`src/rtl/poly_solver.sv`:
```
// Sequential root search: scans x in [x_lo, x_hi] with a Horner engine, stopping at the first P(x) == target (mod 2^SW).
// Optional abort input is compiled in when POLY_SOLVER_ABORT_EN is defined.
module poly_solver #(
  parameter int DEGREE = 10,
  parameter int XW     = 16,
  parameter int CW     = 16,
  parameter int SW     = 32
) (
  input  logic                     clk,
  input  logic                     rst_n,
  input  logic                     start,
  input  logic [(DEGREE+1)*CW-1:0] coeff,
  input  logic [SW-1:0]            target,
  input  logic [XW-1:0]            x_lo,
  input  logic [XW-1:0]            x_hi,
`ifdef POLY_SOLVER_ABORT_EN
  input  logic                     abort,
`endif
  output logic                     busy,
  output logic                     done,
  output logic                     found,
  output logic [XW-1:0]            x_out,
  output logic [XW:0]              eval_count
);

  localparam int KW = (DEGREE > 1) ? $clog2(DEGREE + 1) : 1;

  typedef enum logic [2:0] {
    IDLE  = 3'd0,
    INIT  = 3'd1,
    EVAL  = 3'd2,
    CHECK = 3'd3,
    FIN   = 3'd4
  } state_t;

  state_t state, state_nxt;

  logic [(DEGREE+1)*CW-1:0] coef_q;
  logic signed [SW-1:0]     target_q;
  logic signed [XW-1:0]     x_hi_q;
  logic signed [XW-1:0]     x_cur;
  logic signed [SW-1:0]     acc;
  logic [KW-1:0]            k;
  logic signed [CW-1:0]     c_k;
  logic signed [CW-1:0]     c_top;
  logic                     hit;
  logic                     at_hi;
  logic                     abort_req;
  logic                     range_empty;

`ifdef POLY_SOLVER_ABORT_EN
  assign abort_req = abort;
`else
  assign abort_req = 1'b0;
`endif

  // One Horner step; only the low SW bits of the product are kept, so the
  // whole step wraps mod 2^SW exactly like the truncated combinational sum.
  function automatic logic signed [SW-1:0] horner_step(
    input logic signed [SW-1:0] a,
    input logic signed [XW-1:0] x,
    input logic signed [CW-1:0] c
  );
    logic signed [SW-1:0] x_ext;
    logic signed [SW-1:0] c_ext;
    x_ext = {{(SW-XW){x[XW-1]}}, x};
    c_ext = {{(SW-CW){c[CW-1]}}, c};
    return a * x_ext + c_ext;
  endfunction

  assign c_k         = coef_q[k*CW +: CW];
  assign c_top       = coef_q[DEGREE*CW +: CW];
  assign hit         = (acc == target_q);
  assign at_hi       = (x_cur == x_hi_q);
  assign range_empty = ($signed(x_lo) > $signed(x_hi));
  assign busy        = (state != IDLE);

  always_ff @(posedge clk or negedge rst_n) begin
    if (!rst_n) state <= IDLE;
    else        state <= state_nxt;
  end

  always_comb begin
    state_nxt = state;
    case (state)
      IDLE:  if (start) state_nxt = range_empty ? FIN : INIT;
      INIT:  state_nxt = abort_req ? FIN : EVAL;
      EVAL: begin
        if (abort_req)     state_nxt = FIN;
        else if (k == '0)  state_nxt = CHECK;
      end
      // A hit takes priority over a simultaneous abort.
      CHECK: state_nxt = (hit || abort_req || at_hi) ? FIN : INIT;
      FIN:   state_nxt = IDLE;
      default: state_nxt = IDLE;
    endcase
  end

  // done is registered from FIN, so it pulses in the cycle after FIN with busy already low.
  always_ff @(posedge clk or negedge rst_n) begin
    if (!rst_n) begin
      coef_q     <= '0;
      target_q   <= '0;
      x_hi_q     <= '0;
      x_cur      <= '0;
      acc        <= '0;
      k          <= '0;
      done       <= 1'b0;
      found      <= 1'b0;
      x_out      <= '0;
      eval_count <= '0;
    end else begin
      done <= (state == FIN);
      case (state)
        IDLE: begin
          if (start) begin
            coef_q     <= coeff;
            target_q   <= target;
            x_hi_q     <= x_hi;
            x_cur      <= x_lo;
            eval_count <= '0;
            found      <= 1'b0;
          end
        end
        INIT: begin
          acc <= {{(SW-CW){c_top[CW-1]}}, c_top};
          k   <= KW'(DEGREE - 1);
          if (abort_req) x_out <= x_cur;
        end
        EVAL: begin
          acc <= horner_step(acc, x_cur, c_k);
          k   <= k - KW'(1);
          if (abort_req) x_out <= x_cur;
        end
        CHECK: begin
          eval_count <= eval_count + (XW+1)'(1);
          if (hit) begin
            found <= 1'b1;
            x_out <= x_cur;
          end else if (abort_req || at_hi) begin
            found <= 1'b0;
            x_out <= x_cur;
          end else begin
            x_cur <= x_cur + XW'(1);
          end
        end
        default: ;
      endcase
    end
  end

endmodule
```
`config.mk`:
```
export PLATFORM = sky130hd
export DESIGN_NAME = poly_solver
export DESIGN_NICKNAME = d
export VERILOG_FILES = /design/src/rtl/poly_solver.sv
export SDC_FILE = /design/constraint.sdc
export NUM_CORES = 2
export LEC_CHECK = 0
export BUFFER_PORTS_ARGS = -buffer_cell sky130_fd_sc_hd__buf_2
export CAP_MARGIN = 10
export CELL_PAD_IN_SITES_DETAIL_PLACEMENT = 0
export CELL_PAD_IN_SITES_GLOBAL_PLACEMENT = 2
export CORE_MARGIN = 10
export CORE_UTILIZATION = 35
export CTS_BUF_LIST = sky130_fd_sc_hd__clkbuf_4
export CTS_CLUSTER_DIAMETER = 100
export DETAILED_ROUTE_END_ITERATION = 16
export GPL_TIMING_DRIVEN = 0
export PLACE_DENSITY = 0.8
export SYNTH_ARGS = -nofsm -noshare
export SYNTH_HDL_FRONTEND = slang
export SYNTH_SLANG_ARGS = --single-unit
export TNS_END_PERCENT = 50
```
`constraint.sdc`:
```
create_clock -name clk -period 6.35 [get_ports clk]
set_input_delay 1.27 -clock clk [delete_from_list [all_inputs] [get_ports clk]]
set_output_delay 1.27 -clock clk [all_outputs]
set_load 0.1 [all_outputs]
```
==> flow_summary_export.csv <==
group,metric,value,unit
status,status,"finished clean",
drt,wirelength,102000,um
yosys,synth_area_per_cell,8.89,um2
final_layout,fin_area,0.0334,mm2
sta,max_freq,158,MHz
clock_tree,htree_levels,3,
sta,grt_setup_unrepaired,"true",
clock_tree,cts_tree,"done",
drt,drc_errors,0,
global_routing,grt_util_all_layers,22.5,%
drt,via_per_inst,4.86,
clock_tree,clockBufferDepth,3,
global_routing,antenna_found_initial,8,
drt,routedWlPerCell,22.0,um
placement,place.gp.congestion,0.854,
sta,fin_ws,0.0211,ns
min_path,hold_class,"in2async",
yosys,synth.distinct_cells,66,
floorplanning,die_area,0.0904,mm2
yosys,ys_dominant_reg_cell,"dfrtp_1",
clock_tree,cts_buffers,82,
placement,port_buffers,278,
placement,dp_hpwl,79700,um
clock_tree,cts.sinks,314,
final_layout,finalNetCount,4213,
clock_tree,insertion_delay,0.82,ns
drt,firstDrtPassIters,5,
worst_setup_path,worst_setup_path_end_kind,"flip-flop",
sta,fin_worst_skew,0.0777,ns
worst_setup_path,critPathMaxFanout,6,
floorplanning,start_util,35.4,%
final_layout,n_fill_cell,7975,
yosys,synth-seq-area-share,28.5,%
global_routing,grt_pass1_vias,24100,
clock_tree,root_buffer,"clkbuf_4",
worst_setup_path,critPathLaunchType,"flip-flop",
sta,slew_violations,0,
sta,min_period_over_period,99.7,%
yosys,ys_ff_latch,314,
final_layout,layout_common_cells,"nand2_1 (926), inv_1 (423), fa_1 (326)",
yosys,synthArstFlopShare,100,%
yosys,ys_warn_count,0,
yosys,syn_inst,3103,
floorplanning,coreArea,0.0778,mm2
drt,num_vias,22400,
global_routing,grt_pass1_wl,153000,um
sta,fin_crit,6.33,ns
final_layout,final_common_cell,"nand2_1",
floorplanning,chipHeight,301,um
sta,worst_slew_pin_slew,0.880,ns
worst_setup_path,critPathKind,"reg2reg",
clock_tree,clkTransAtPathRegs,0.07,ns
floorplanning,ioPinCount,279,
sta,finalSetupTns,0,ns
sta,hold_ws,0.417,ns
worst_setup_path,cp.arrival,6.96,ns
yosys,synth-edff-count,0,
drt,ant_nets,0,
yosys,syn_area,0.0276,mm2
sta,setup_viol,0,
global_routing,grt-ovfl-total,0,
flow_run,drv_cap,0,
placement,placed_cell_area,0.0304,mm2
final_layout,synthToLayoutAreaGrowth,20.9,%
final_layout,drive_gt1_share,21.8,%
floorplanning,rows,102,
sta,finalHoldViolations,0,
sta,slew_headroom,41.3,%
floorplanning,die_x,301,um
worst_setup_path,cp.required,6.98,ns
global_routing,grt_max_degree,103,
drt,drtIter0Drc,1288,
yosys,synthesis.nets,3796,
placement,place_ws,-1.55,ns
-- final timing paths --
| path | from | end | slack, ns | cells past startpoint |
|---|---|---|---|---|
| setup / recovery | x_cur[5]$_DFFE_PN0P_ | acc[22]$_DFFE_PN0P_ | 0.02 | 22 |
| hold / removal | rst_n | coef_q[8]$_DFFE_PN0P_ | 0.42 | 1 |
| setup reg to reg | x_cur[5]$_DFFE_PN0P_ | acc[22]$_DFFE_PN0P_ | 0.02 | 22 |
| hold reg to reg | coef_q[132]$_DFFE_PN0P_ | coef_q[132]$_DFFE_PN0P_ | 0.47 | 2 |
| max in group asynchronous | rst_n | x_cur[3]$_DFFE_PN0P_ | 4.49 | 3 |
| min in group clk | coef_q[132]$_DFFE_PN0P_ | coef_q[132]$_DFFE_PN0P_ | 0.47 | 2 |
-- synth_stat cells (4+ instances only) --
master      n  area, um2
nand2_1   930       3490
inv_1     429       1610
fa_1      334       6690
dfrtp_1   314       7860
clkbuf_1  163        612
and2_1    162       1010
o21ai_0   121        606
ha_1      116       1450
xor2_1     64        561
a21oi_1    62        310
nor2_1     49        184
xnor2_1    40        350
mux2_2     33        372
mux4_2     32        721
nand3_1    24        120
a221o_1    19        190
buf_2      16       80.1
nand4_1    15       93.8
nor3_1     14       70.1
nor4_1     13       81.3
a22oi_1    10       75.1
mux2i_1    10        100
nand2b_1   10       62.6
a21o_1      9       67.6
buf_1       8       30.0
nor2b_1     8       50.1
o22ai_1     8       50.1
a31oi_1     7       43.8
a211oi_1    6       45.0
and3_1      6       37.5
o211ai_1    6       45.0
o21a_1      6       45.0
o21ai_1     5       25.0
nor3b_1     4       30.0
o21bai_1    4       30.0
o31ai_1     4       30.0
-- flip-flops by register name, summed over array words and instances (netlist names) --
signal and flops:
state 3, x_out 16, eval_count 17, coef_q 176, target_q 32, k 4
done 1, found 1, x_cur 16, x_hi_q 16, acc 32
-- stage by stage --
| step | utilization [%] | instances |
|---|---|---|
| floorplan | - | 3103 |
| global placement | 38.9 | 4421 |
| detailed placement | 39.0 | 4424 |
| CTS | 42.2 | 4593 |
| global route | 42.8 | 4616 |
| finish | 42.8 | 4620 |
-- cell families (layout without fill, tap and decap cells) --
| family | count (synthesis) | after routing | share of synthesized area [%] |
|---|---|---|---|
| flip-flops | 314 | 314 | 28.5 |
| other | 0 | 6 | 0 |
| XOR/XNOR | 104 | 104 | 3.30 |
| adder cells (fa/ha/maj) | 450 | 450 | 29.5 |
| multiplexers | 75 | 75 | 4.32 |
| buffers and inverters | 622 | 1093 | 8.57 |
| AO/OA/AOI/OAI | 288 | 288 | 6.40 |
| AND/OR/NAND/NOR | 1250 | 1250 | 19.4 |
-- critical path, cell delays in order, from the launching register on --
cell and delay (ns):
dfrtp_2 0.52, clkbuf_16 0.21, clkbuf_2 0.15, and2_1 0.17, fa_1 0.49, inv_1 0.05
fa_1 0.49, fa_1 0.51, inv_1 0.04, fa_1 0.50, fa_1 0.50, inv_1 0.05
fa_1 0.50, inv_1 0.08, ha_4 0.24, a21oi_1 0.13, o21ai_1 0.12, or4_4 0.47
o21a_4 0.25, a221oi_4 0.32, o21bai_2 0.11, xnor2_2 0.20, o21ai_1 0.08
-- layout make-up --
class                      instances  area [um2]  area share (%)
antenna                            6        15.0          0.0450
buffer                           159        1290            3.87
clock buffer                     116         871            2.61
clock inverter                    22         116           0.349
inverter                         431        1620            4.87
multi-input combinational       2167       18000            54.0
sequential                       314        7930            23.8
tap                             1040        1300            3.90
timing repair buffer             365        2200            6.60
-- timing repair --
item,4_1_cts,5_1_grt
endpoints found under the setup margin,19,15
setup buffers,60,24
pin swaps,43,57
hold buffers,0,0
resized for setup,330,91
-- metal layers --
metal	wire length [um]	share of wire [%]	global-route usage (%)	vias to the layer above
li1	-	-	-	10500
met1	44800	44	29.8	11100
met2	47100	46	36.5	688
met3	7210	7.1	5.41	138
met4	2570	2.5	5.98	4
met5	33	0.032	0	-
Power is not shown: default switching activity piles up to over one toggle a cycle in this logic, so the estimate is an artifact.
